<file path="config.mk">
export PLATFORM = sky130hd
export DESIGN_NAME = quat_integrator_ctrl
export DESIGN_NICKNAME = d
export VERILOG_FILES = /design/src/rtl/quat_integrator_ctrl.sv
export SDC_FILE = /design/constraint.sdc
export NUM_CORES = 1
export LEC_CHECK = 0
export CORE_AREA = 2 2 221 223
export DETAILED_ROUTE_END_ITERATION = 16
export DIE_AREA = 0 0 223 225
export PLACE_DENSITY = 0.44
export SLEW_MARGIN = 5
export SYNTH_ARGS = -nofsm -noshare
export SYNTH_HDL_FRONTEND = slang
export SYNTH_SLANG_ARGS = --single-unit
</file>
<file path="constraint.sdc">
create_clock -name clk -period 2.19 [get_ports clk]
set_clock_uncertainty 0.1 [all_clocks]
set_input_delay 0.3285 -clock clk [delete_from_list [all_inputs] [get_ports clk]]
set_output_delay 0.3285 -clock clk [all_outputs]
set_load 0.05 [all_outputs]
</file>
<file path="src/rtl/quat_integrator_ctrl.sv">
// Attitude-integration sequencer: accepts a gyro sample, waits on the delta-quaternion stage,
// multiplies into the attitude state, and writes the Q30 product back as saturated Q15.
module quat_integrator_ctrl #(
    parameter int unsigned DELTA_LAT = 2,
    parameter int unsigned MULT_LAT  = 4,
    parameter int unsigned CNT_W     = 4
) (
    input  logic               clk,
    input  logic               rst,
    input  logic               q_clear,
    input  logic               s_valid,
    output logic               s_ready,
    input  logic signed [15:0] wx,
    input  logic signed [15:0] wy,
    input  logic signed [15:0] wz,
    input  logic        [31:0] dt,
    output logic signed [15:0] dp_wx,
    output logic signed [15:0] dp_wy,
    output logic signed [15:0] dp_wz,
    output logic        [31:0] dp_dt,
    input  logic signed [15:0] dq0,
    input  logic signed [15:0] dq1,
    input  logic signed [15:0] dq2,
    input  logic signed [15:0] dq3,
    output logic signed [15:0] mul_a1,
    output logic signed [15:0] mul_b1,
    output logic signed [15:0] mul_c1,
    output logic signed [15:0] mul_d1,
    output logic signed [15:0] mul_a2,
    output logic signed [15:0] mul_b2,
    output logic signed [15:0] mul_c2,
    output logic signed [15:0] mul_d2,
    input  logic signed [31:0] mul_r1,
    input  logic signed [31:0] mul_r2,
    input  logic signed [31:0] mul_r3,
    input  logic signed [31:0] mul_r4,
    output logic signed [15:0] q0,
    output logic signed [15:0] q1,
    output logic signed [15:0] q2,
    output logic signed [15:0] q3,
    output logic               q_valid,
    output logic               busy,
    output logic               sat_flag,
    output logic        [15:0] sample_cnt
);

    typedef enum logic [1:0] {StIdle, StDeltaWait, StMultWait} state_e;

    localparam logic [CNT_W-1:0] DeltaLoad = CNT_W'(DELTA_LAT - 1);
    localparam logic [CNT_W-1:0] MultLoad  = CNT_W'(MULT_LAT - 1);

    state_e            state_q, state_d;
    logic [CNT_W-1:0]  cnt_q, cnt_d;
    logic [2:0][15:0]  dp_w_q;
    logic [31:0]       dp_dt_q;
    logic [3:0][15:0]  dq_q;
    logic [3:0][15:0]  q_q;
    logic [3:0][15:0]  q_wb;
    logic [3:0][31:0]  r_in;
    logic [3:0]        lane_sat;
    logic              q_valid_q;
    logic              sat_flag_q;
    logic [15:0]       sample_cnt_q;
    logic              accept, dq_latch, write_back;

    // Q30 -> Q15: keep r[30:15] unless bits 31/30 disagree, meaning the value left Q15 range.
    function automatic logic [15:0] sat_q15(input logic [31:0] r);
        if (r[31] == r[30]) return r[30:15];
        else if (r[31])     return 16'h8000;
        else                return 16'h7fff;
    endfunction

    assign r_in = {mul_r4, mul_r3, mul_r2, mul_r1};

    always_comb begin
        for (int k = 0; k < 4; k++) begin
            q_wb[k]     = sat_q15(r_in[k]);
            lane_sat[k] = r_in[k][31] ^ r_in[k][30];
        end
    end

    always_comb begin
        state_d    = state_q;
        cnt_d      = cnt_q;
        accept     = 1'b0;
        dq_latch   = 1'b0;
        write_back = 1'b0;
        unique case (state_q)
            StIdle: begin
                if (s_valid) begin
                    accept  = 1'b1;
                    state_d = StDeltaWait;
                    cnt_d   = DeltaLoad;
                end
            end
            StDeltaWait: begin
                if (cnt_q == '0) begin
                    dq_latch = 1'b1;
                    state_d  = StMultWait;
                    cnt_d    = MultLoad;
                end else begin
                    cnt_d = cnt_q - 1'b1;
                end
            end
            StMultWait: begin
                if (cnt_q == '0) begin
                    write_back = 1'b1;
                    state_d    = StIdle;
                end else begin
                    cnt_d = cnt_q - 1'b1;
                end
            end
            default: state_d = StIdle;
        endcase
    end

    // q_clear shares the reset path so an in-flight sample is dropped without write-back.
    always_ff @(posedge clk) begin
        if (rst || q_clear) begin
            state_q      <= StIdle;
            cnt_q        <= '0;
            dp_w_q       <= '0;
            dp_dt_q      <= '0;
            dq_q         <= '0;
            q_q          <= {16'h0000, 16'h0000, 16'h0000, 16'h7fff};
            q_valid_q    <= 1'b0;
            sat_flag_q   <= 1'b0;
            sample_cnt_q <= '0;
        end else begin
            state_q   <= state_d;
            cnt_q     <= cnt_d;
            q_valid_q <= write_back;
            if (accept) begin
                dp_w_q  <= {wz, wy, wx};
                dp_dt_q <= dt;
            end
            if (dq_latch) begin
                dq_q <= {dq3, dq2, dq1, dq0};
            end
            if (write_back) begin
                q_q          <= q_wb;
                sample_cnt_q <= sample_cnt_q + 16'd1;
                sat_flag_q   <= sat_flag_q | (|lane_sat);
            end
        end
    end

    assign s_ready    = (state_q == StIdle);
    assign busy       = ~s_ready;
    assign dp_wx      = dp_w_q[0];
    assign dp_wy      = dp_w_q[1];
    assign dp_wz      = dp_w_q[2];
    assign dp_dt      = dp_dt_q;
    assign mul_a1     = q_q[0];
    assign mul_b1     = q_q[1];
    assign mul_c1     = q_q[2];
    assign mul_d1     = q_q[3];
    assign mul_a2     = dq_q[0];
    assign mul_b2     = dq_q[1];
    assign mul_c2     = dq_q[2];
    assign mul_d2     = dq_q[3];
    assign q0         = q_q[0];
    assign q1         = q_q[1];
    assign q2         = q_q[2];
    assign q3         = q_q[3];
    assign q_valid    = q_valid_q;
    assign sat_flag   = sat_flag_q;
    assign sample_cnt = sample_cnt_q;

endmodule

</file>
## Word level (Yosys, flattened, before mapping)

Index checks and enable logic that the tools add are counted.

- Register bits: 232
- Input bits: 276

- Bitwise gates (word level): 6
- Reductions and logical operators: 7
- Add/subtract/negate cells: 2
- Mux-type cells: 21
- Equality and inequality tests: 10

Operators with widths:

| cell | count |
|---|---|
| $mux W16 | 8 |
| $add A16 B1 Y16 const B | 1 |
| $mux W4 | 3 |
| $pmux W4 S3 | 1 |
| $ne A2 B2 Y1 const B | 4 |
| $mux W2 | 3 |
| $pmux W2 S3 | 1 |
| $reduce_and A3 Y1 | 2 |
| $mux W1 | 5 |
| $eq A1 B1 Y1 | 4 |
| $logic_not A4 Y1 | 1 |
| $reduce_or A4 Y1 | 1 |
| $sub A4 B1 Y4 const B | 1 |
| $xor A1 B1 Y1 | 4 |
| $reduce_bool A3 Y1 | 1 |
| $eq A2 B1 Y1 const B | 1 |
| $eq A2 B2 Y1 const B | 1 |
| $logic_not A2 Y1 | 1 |
| $logic_or A1 B1 Y1 | 1 |
| $not A1 Y1 | 1 |
| $or A1 B1 Y1 | 1 |

## Longest topological paths before layout

- Word-level depth: 3
- Mapped depth: 8

## Worst setup path after synthesis

Ideal clock, no wire load.

- Path type: reg-to-reg
- Start point: register sample_cnt_q[0] (netlist: sample_cnt[0])
- End point: register sample_cnt_q[14] (netlist: sample_cnt[14])
- Data arrival time: 1970 ps
- Path slack: 49 ps
- Required time: 2020 ps
- Period minus slack after synthesis: 2141 ps
- Cell stages (with the launch flop): 6
- Cell sequence: dfxtp_1 ha_1 nand2_1 or3_1 or4_1 a21oi_1

- Cells in the longest elaborated chain, start to end: 1

RTL lines:

| what | line | text |
|---|---|---|
| start, declared | 63 | `logic [15:0] sample_cnt_q;` |
| start signal, assigned | 142 | `sample_cnt_q <= sample_cnt_q + 16'd1;` |
| $add A16 B1 Y16 | 142 |  |

No other way between the ends.
A chain may end at the register's enable or synchronous reset.

## Worst setup path in the final report

- Start point: register q_q (netlist bit mul_c1[3])
- End point: output mul_c1[3]

RTL lines:

| what | line | text |
|---|---|---|
| start, declared | 57 | `logic [3:0][15:0] q_q;` |
| start signal, assigned | 125 | `q_q <= {16'h0000, 16'h0000, 16'h0000, 16'h7fff};` |
| start signal, assigned | 141 | `q_q <= q_wb;` |
| end, declared | 27 | `output logic signed [15:0] mul_c1,` |

No word-level cell between the ends.

==> out/results.ini <==
[run_status]
outcome=finished clean

[worst_hold_path]
hold_path.class=input port to flip-flop

[sta]
final-hold-violation-count=0
finalCritPeriodShare_pct=98.11
whs_ps=211.1
rsz0062_at_grt=no
worst_slew_pin_slew_ps=1065
relSlewSlack_pct=28.74
finalSetupViolCount=0
slew_violations=0
max_freq_mhz=465.4
period_needed_ps=2149

[floorplan]
ios=568
core_um2=47550
die_w_um=223
rows=80
die_area_um2=50180
die_h_um=225
initial_utilization_pct=19.18

[synthesis]
netlist_top_cells_count=298 x nand2_1, 232 x dfxtp_1, 157 x a21oi_1
synth-compound-area-share_pct=15.48
ys_top_cells_by_area=dfxtp_1 51%, nand2_1 12%, a21oi_1 8.6%
yosysMostFrequentCell=nand2_1
synth_cells=1135
yosysTopAreaCell=dfxtp_1
synth_area_um2=9120
ys_ff_latch=232
postSynthAreaPerCell_um2=8.035
synth_cell_types=36
synth-simple-area-share_pct=21.26
synth_fa_ha_area_share_pct=2.058
synth-edff-count=0
syn_nets=1426
yosysSeqAreaShare_pct=50.93
synth_top_family_by_area=simple AND/OR/NAND/NOR gates
yosys_most_used_dff=dfxtp_1
synth_top_area_share_pct=50.93
synthXorXnorAreaFrac_pct=0.8643
ys_async_sr_fraction_pct=0
synthMuxAreaShare_pct=0.1098
yosys_warnings=0

[global_route]
grt_pass1_vias=9100
grt_overflow=0
antenna_found_initial=0
grtUsageTotal_pct=13.82
grt_pass1_wl_mm=54.47
grt_max_degree=74

[routing]
detail-route-antenna-nets=0
first_pass_iters=6
vias=9207
drt_iter0_drc=378
wl_per_cell_um=16.58
viasPerCell=4.155
drc=0
wl_mm=36.73

[setup_path]
end_kind=output pin
critPathMaxStageDelay_ps=820
critPathArrivalTime_ps=1720
path_cells=clkdlybuf4s50_1
crit_family=buffers and inverters
cp_max_fo=3
crit_buf_inv=1
critPathSlowestCell=clkdlybuf4s50_1
timing_worst_setup_path_type=flip-flop to output pin
critPathRequiredTime_ps=1760
cp-start-kind=flip-flop

[clock_network]
clk_pin_slew_ps=60
cts_hold_buf=0
cts_made_buffers=29
clk_latency_ps=560
cts.sinks=232
cts_tree=done
clockRootBuffer=clkbuf_16
htreeDepth=1
cts_max_path_buffers=3

[pwr]
netSwitchingFraction_pct=25.77
comb_power_share_pct=13.3
p_clk_share_pct=45.4
power.share.sequential_pct=41.2
peakVddDrop_uv=521.0
total_power_mw=10.51
powerDensity_nw_per_um2=670.6
p_leak_nw=6.502
p_switching_mw=2.708
p_int_mw=7.801

[finish]
nFillCells=5079
antenna_cells=0
synthToLayoutAreaGrowth_pct=71.83
drive_above_1_share_pct=8.057
finalNetCount=1871
largest_reg_flops=32

[placement]
globalplace.congestion=0.7819
port_buffers=507
hpwlAfterDp_mm=26.99

[run]
drv_cap=0

placed cells by master, fill, tap and decap left out, drive strengths merged:
cell type and instances:
nand4b 1, or3 7, nand3 5, dlymetal6s2s 28
nor3 55, dlygate4sd2 166, o311ai 1, xor2 2
o31ai 2, nor3b 1, clkbuf 42, o22ai 1
and4 1, o21ai 23, or4 2, nor4bb 1
dfxtp 232, clkdlybuf4s50 296, and3 1, and2 1
a21oi 157, nor2 83, bufinv 2, nand4bb 2
nand4 4, xnor2 7, clkinv 7, nor2b 2
a31oi 3, inv 14, mux2i 1, buf 71
nand2 298, a211oi 60, or2 1, ha 15
nor4 5, o221a 1
logic make-up (layout without fill, tap and decap cells):
group / Yosys count / after routing
multiplexers: 1 / 1
XOR/XNOR: 9 / 9
AND/OR/NAND/NOR: 470 / 470
buffers and inverters: 160 / 626
adder cells (fa/ha/maj): 15 / 15
flip-flops: 232 / 232
AO/OA/AOI/OAI: 248 / 248
power by group through the flow:
stage / clock network [mW] / logic (mW) / registers, mW
global placement: 0 / 1.44 / 4.43
CTS: 4.97 / 1.42 / 4.34
floorplan: 0 / 0.386 / 4.67
detailed placement: 0 / 1.44 / 4.43
global route: 5.13 / 1.50 / 4.34
finish: 4.77 / 1.40 / 4.33
stage by stage:
step | setup WS [ps] | instances | util [%] | setup TNS, ps | area, µm²
global placement | -240.0 | 2159 | 31.10 | -3354 | 14790
CTS | 0.2943 | 2211 | 32.65 | 0 | 15520
global route | 0.07860 | 2216 | 32.96 | 0 | 15670
detailed placement | -215.2 | 2159 | 31.10 | -2905 | 14790
floorplan | 49.20 | 1135 | - | 0 | 9120
finish | 41.38 | 2216 | 32.96 | 0 | 15670
routing by layer:
layer	share of wire (%)	global-route usage, %	wire length, µm
met1	42	16.49	15380
met2	48	24.27	17680
met3	8.1	3.898	2958
met4	1.9	3.745	712
met5	0	0	0
final cells by class:
cell class	instances	area, µm²	area share (%)
clock inverters	11	115.1	0.7345
repair buffers	562	5575	35.58
inverters	12	45.04	0.2874
clock buffers	41	830.8	5.301
multi-input cells	743	3691	23.55
flip-flops and latches	232	4644	29.64
well taps	615	769.5	4.910
path summary, 6_finish.rpt:
path               from        endpoint  slack (ps)  cells after the start
min              wz[13]       dp_wz[13]         210                      3
max reg2reg  state_q[0]  sample_cnt[15]         140                      6
min reg2reg   dp_dt[24]       dp_dt[24]         350                      2
max           mul_c1[3]       mul_c1[3]          40                      1
what timing repair did:
action	CTS	global route
resized for setup	166	30
gates cloned	0	1
setup buffers	0	4
endpoints found under the setup margin	169	65
pin swaps	0	1
Note: power is estimated with default switching activity, not from simulation.
